--- src/rtl/dmem_waitstate.sv ---
// Data memory with a valid/ready request port, WAIT_CYCLES programmable wait states and a
// one-cycle response strobe. Define DMEM_RESET_CLEAR_EN to clear the array on RST.
module dmem_waitstate #(
  parameter int DATA_W      = 8,
  parameter int ADDR_W      = 8,
  parameter int DEPTH       = 256,
  parameter int WAIT_CYCLES = 2
) (
  input  logic              CLK,
  input  logic              RST,
  input  logic              Req_Valid,
  input  logic              Req_Write,
  input  logic [ADDR_W-1:0] Req_Addr,
  input  logic [DATA_W-1:0] Req_WD,
  output logic              Req_Ready,
  output logic              Resp_Valid,
  output logic [DATA_W-1:0] RD,
  output logic              Err
);

  localparam int              IDX_W     = (DEPTH > 1) ? $clog2(DEPTH) : 1;
  localparam logic [ADDR_W:0] DEPTH_L   = (ADDR_W + 1)'(DEPTH);
  localparam logic [3:0]      WAIT_LOAD = (WAIT_CYCLES > 0) ? 4'(WAIT_CYCLES - 1) : 4'd0;

  typedef enum logic [1:0] {
    ST_IDLE = 2'd0,
    ST_WAIT = 2'd1,
    ST_DONE = 2'd2
  } state_t;

  state_t            state_q;
  logic [3:0]        cnt_q;
  logic [ADDR_W-1:0] addr_q;
  logic              we_q;
  logic [DATA_W-1:0] wd_q;
  logic              resp_q;
  logic              err_q;
  logic [DATA_W-1:0] rd_q;
  logic [DATA_W-1:0] mem_q [DEPTH];

  logic              acc_go;
  logic [ADDR_W-1:0] acc_addr;
  logic              acc_we;
  logic [DATA_W-1:0] acc_wd;
  logic              acc_in;
  logic [IDX_W-1:0]  acc_idx;
  logic              mem_wr;

  // With no wait states the access happens on the accept edge, straight from the port.
  always_comb begin
    acc_go   = 1'b0;
    acc_addr = addr_q;
    acc_we   = we_q;
    acc_wd   = wd_q;
    if (WAIT_CYCLES == 0) begin
      if ((state_q == ST_IDLE) && Req_Valid) begin
        acc_go   = 1'b1;
        acc_addr = Req_Addr;
        acc_we   = Req_Write;
        acc_wd   = Req_WD;
      end else begin
        acc_go   = 1'b0;
      end
    end else begin
      if ((state_q == ST_WAIT) && (cnt_q == 4'd0)) begin
        acc_go = 1'b1;
      end else begin
        acc_go = 1'b0;
      end
    end
    acc_in  = ({1'b0, acc_addr} < DEPTH_L);
    acc_idx = acc_addr[IDX_W-1:0];
    mem_wr  = acc_go & acc_we & acc_in;
  end

  always_ff @(posedge CLK or posedge RST) begin
    if (RST) begin
      state_q <= ST_IDLE;
      cnt_q   <= 4'd0;
      addr_q  <= '0;
      we_q    <= 1'b0;
      wd_q    <= '0;
      resp_q  <= 1'b0;
      err_q   <= 1'b0;
      rd_q    <= '0;
    end else begin
      case (state_q)
        ST_IDLE: begin
          resp_q <= 1'b0;
          err_q  <= 1'b0;
          if (Req_Valid) begin
            addr_q <= Req_Addr;
            we_q   <= Req_Write;
            wd_q   <= Req_WD;
            if (WAIT_CYCLES == 0) begin
              state_q <= ST_DONE;
              cnt_q   <= 4'd0;
            end else begin
              state_q <= ST_WAIT;
              cnt_q   <= WAIT_LOAD;
            end
          end
        end
        ST_WAIT: begin
          if (cnt_q == 4'd0) begin
            state_q <= ST_DONE;
          end else begin
            cnt_q <= cnt_q - 4'd1;
          end
        end
        ST_DONE: begin
          state_q <= ST_IDLE;
          resp_q  <= 1'b0;
          err_q   <= 1'b0;
        end
        default: begin
          state_q <= ST_IDLE;
          resp_q  <= 1'b0;
          err_q   <= 1'b0;
        end
      endcase
      // Completion overrides the per-state defaults above; reads out of range return zero.
      if (acc_go) begin
        resp_q <= 1'b1;
        err_q  <= ~acc_in;
        if (!acc_we) begin
          rd_q <= acc_in ? mem_q[acc_idx] : '0;
        end
      end
    end
  end

`ifdef DMEM_RESET_CLEAR_EN
  always_ff @(posedge CLK or posedge RST) begin
    if (RST) begin
      for (int i = 0; i < DEPTH; i++) begin
        mem_q[i] <= '0;
      end
    end else if (mem_wr) begin
      mem_q[acc_idx] <= acc_wd;
    end
  end
`else
  // No reset on the array so it can map onto block RAM.
  always_ff @(posedge CLK) begin
    if (mem_wr) begin
      mem_q[acc_idx] <= acc_wd;
    end
  end
`endif

  assign Req_Ready  = (state_q == ST_IDLE);
  assign Resp_Valid = resp_q;
  assign RD         = rd_q;
  assign Err        = err_q;

endmodule
--- config.mk ---
export PLATFORM = sky130hd
export DESIGN_NAME = dmem_waitstate
export DESIGN_NICKNAME = d
export VERILOG_FILES = /design/src/rtl/dmem_waitstate.sv
export SDC_FILE = /design/constraint.sdc
export NUM_CORES = 2
export LEC_CHECK = 0
export BUFFER_PORTS_ARGS = -buffer_cell sky130_fd_sc_hd__buf_2
export CAP_MARGIN = 20
export CORE_MARGIN = 2
export CORE_UTILIZATION = 50
export DETAILED_ROUTE_END_ITERATION = 7
export GPL_ROUTABILITY_DRIVEN = 0
export GPL_TIMING_DRIVEN = 0
export MAX_ROUTING_LAYER = met4
export PLACE_DENSITY_LB_ADDON = 0.12
export SLEW_MARGIN = 0
export SYNTH_ARGS = -nofsm -noshare
export SYNTH_HDL_FRONTEND = slang
export SYNTH_SLANG_ARGS = --single-unit
--- constraint.sdc ---
create_clock -name CLK -period 8.35 [get_ports CLK]
set_clock_uncertainty 0.1 [all_clocks]
set_input_delay 1.2525 -clock CLK [delete_from_list [all_inputs] [get_ports CLK]]
set_output_delay 1.2525 -clock CLK [all_outputs]
set_load 0.02 [all_outputs]
==> metrics.csv <==
metric;value;unit
core.rowCount;147;
cts_buffers;208;
die_area;165000;µm²
cts_buffer_depth;3;
critPathCaptureType;flip-flop;
r2r-end;mem_q[215][5]$_DFFE_PP_;
clkTransAtPathRegs;70;ps
synthTopCellsByCount;edfxtp_1, mux4_2, nor2_1, mux2i_1, a22oi_1;
fin_util;0.569;
grt_pass1_vias;40900;
syn2layout_area_growth;13.1;%
p_switching;12.7;mW
seqPwrFrac;0.389;
synth_area_leaders;edfxtp_1, mux4_2, mux2i_1;
post_drt_wl_per_cell;42.2;µm
clkPwrFrac;0.266;
grt_pass1_wl;358000;µm
maxCapViolations;0;
hold_class;flip-flop to flip-flop;
p_leak;28.3;nW
cts.repair.resized;0;
die_y;406;µm
synthFlopType;edfxtp_1;
num_vias;43300;
comb_power_share;0.345;
place_hpwl;178000;µm
crit_required;8700;ps
syn_inst;3744;
min_to;Resp_Valid$_DFFE_PP0P_;
yosys_warnings;0;
grt_max_degree;101;
pin_count;31;
grt_overflow_total;0;
track_usage;0.340;
peakVddDrop;0.000403;V
synth.top_cell.area_share;0.763;
critPathKind;flip-flop to flip-flop;
r2r_slack;2120;ps
hold_violations;0;
initial_utilization;0.503;
clock-root-buffer;clkbuf_16;
synth_enable_flop_cells;2048;
drtPass1Iterations;8;
period_share;0.746;
p_int;22.1;mW
worstMarginPinSlew;1350;ps
period_minus_slack;6230;ps
final_nets;4062;
p_sw_frac;0.366;
core;160000;µm²
synth.most_common_cell;edfxtp_1;
wl;269000;µm
yosysTopAreaCell;edfxtp_1;
slew_violations;0;
rr_worst_depth;11;
fillers;11900;
setup-violations-final;0;
min_path_cells;2;
drc;1;
clock-sinks;2080;
cts_tree;done;
slew_headroom;0.0797;
drive_above_1_share;0.249;
finalSetupTns;0;ps
routed_via_density;6.78;
ant_nets;0;
cts_setup_buffers;0;
io_buffers;29;
cts_hold_buf;0;
yosysUniqueCellTypes;62;
first_iter_violations;8116;
clk-insertion-delay-late;860;ps
syn-cell-area;80600;µm²
powerDensity;381;nW/µm²
htree_levels;4;
max_freq;161;MHz
ys_seq_elements;2080;
synth_nets;3766;
startpoint;acc_addr[0]$_DFFE_PP0P_;
avgSynthCellArea;21.5;µm²
die_x;406;µm
critPathLaunchType;flip-flop;
seq_area_frac_synth;0.772;
rr_startpoint;acc_addr[0]$_DFFE_PP0P_;
rsz0062_at_grt;no;
antenna_found_initial;13;
cp_max_fo;10;
min_from;Resp_Valid$_DFFE_PP0P_;
async_flop_share;0.0154;
violations;DRC;
critPathArrivalTime;6580;ps
status;finished with violations;
## cell families after synthesis
| group | count (synthesis) | synth area share |
|---|---|---|
| DFF | 2080 | 0.772 |
| muxes | 663 | 0.160 |
| and+or+nand+nor | 474 | 0.0249 |
| AOI/OAI and AO/OA | 285 | 0.0261 |
| buffers and inverters | 237 | 0.0154 |
| adders and majority gates | 2 | 0.000310 |
| xor gates and xnor gates | 2 | 0.000217 |
| other | 1 | 0.0000465 |
## layout make-up
cell class	count	area [µm²]	share of cell area
Inverter	12	45.0	0.000494
Buffer	225	1230	0.0135
Sequential cell	2080	62300	0.683
Multi-Input combinational cell	1427	17100	0.188
Tap cell	2160	2700	0.0296
Antenna cell	9	22.5	0.000247
Timing Repair Buffer	86	1180	0.0129
Clock buffer	268	5520	0.0604
Clock inverter	115	1110	0.0122
## metrics by stage
stage / worst slack, ps / hold WS [ps] / area (µm²) / instances / power, mW
after CTS: 2380 / 412 / 91200 / 6371 / 34.4
after global placement: 141 / 391 / 83500 / 5933 / 25.6
final: 2120 / 404 / 91200 / 6382 / 34.8
after floorplan: 4270 / 360 / 80600 / 3744 / 19.7
after detailed placement: 2410 / 398 / 84600 / 5988 / 25.4
after global routing: 2270 / 444 / 91200 / 6376 / 35.2
## registers in the layout (all words and copies together) (netlist names)
name and cells:
acc_wd 8, acc_we 1, mem_q 2048, RD 8, acc_addr 8, cnt_q 4
Resp_Valid 1, state_q 2
## critical path, stage by stage, from the launching register on
cell and delay [ps]:
dfrtp_1 440, buf_6 150, buf_12 150, buf_6 260
buf_6 280, buf_6 350, buf_6 260, clkinv_1 810
nor3_1 630, nand2_1 710, buf_2 630, nor2_1 940
## how the worst max path moves through the flow
stage,to,slack [ps],cells past startpoint
2_1_floorplan,mem_q[0][0]$_DFFE_PP_,4270,0
3_3_place_gp,mem_q[146][5]$_DFFE_PP_,140,0
3_5_place_dp,mem_q[215][0]$_DFFE_PP_,2410,11
4_1_cts,mem_q[215][7]$_DFFE_PP_,2380,11
5_1_grt,mem_q[215][5]$_DFFE_PP_,2270,11
6_report,mem_q[215][5]$_DFFE_PP_,2120,11
## power groups by stage
stage               combinational, mW  sequential, mW  clock [mW]
finish                           12.0            13.5        9.26
global route                     12.0            13.5        9.65
CTS                              11.6            13.5        9.25
detailed placement               11.6            13.7           0
global placement                 9.80            15.8           0
floorplan                        5.16            14.5           0
## per-layer routing
metal	vias to the layer above	GRT usage	wire length (µm)
met5	-	-	0
met4	0	0.138	13100
met3	571	0.101	35400
met2	3258	0.484	119000
met1	23100	0.463	101000
li1	16300	-	-
## cells in the final DEF, fill, tap and decap left out, types with 9 or more instances in the layout
master / instances
edfxtp_1: 2048
nor2_1: 299
diode_2: 9
mux2_2: 25
o21ai_0: 11
a22o_1: 16
dfrtp_1: 24
a21oi_1: 32
nand3_1: 40
mux2i_1: 137
buf_1: 14
buf_6: 26
buf_16: 24
bufinv_16: 19
o211ai_1: 9
buf_4: 23
clkbuf_16: 212
o22ai_1: 15
mux4_2: 499
clkinv_1: 52
and2_1: 9
clkbuf_2: 14
buf_8: 14
a221oi_1: 15
o2111ai_1: 18
nor2b_1: 18
a31oi_1: 12
clkbuf_1: 124
a22oi_1: 114
clkinv_2: 29
nand2_1: 71
buf_2: 124
(Power assumes the default switching activity.)
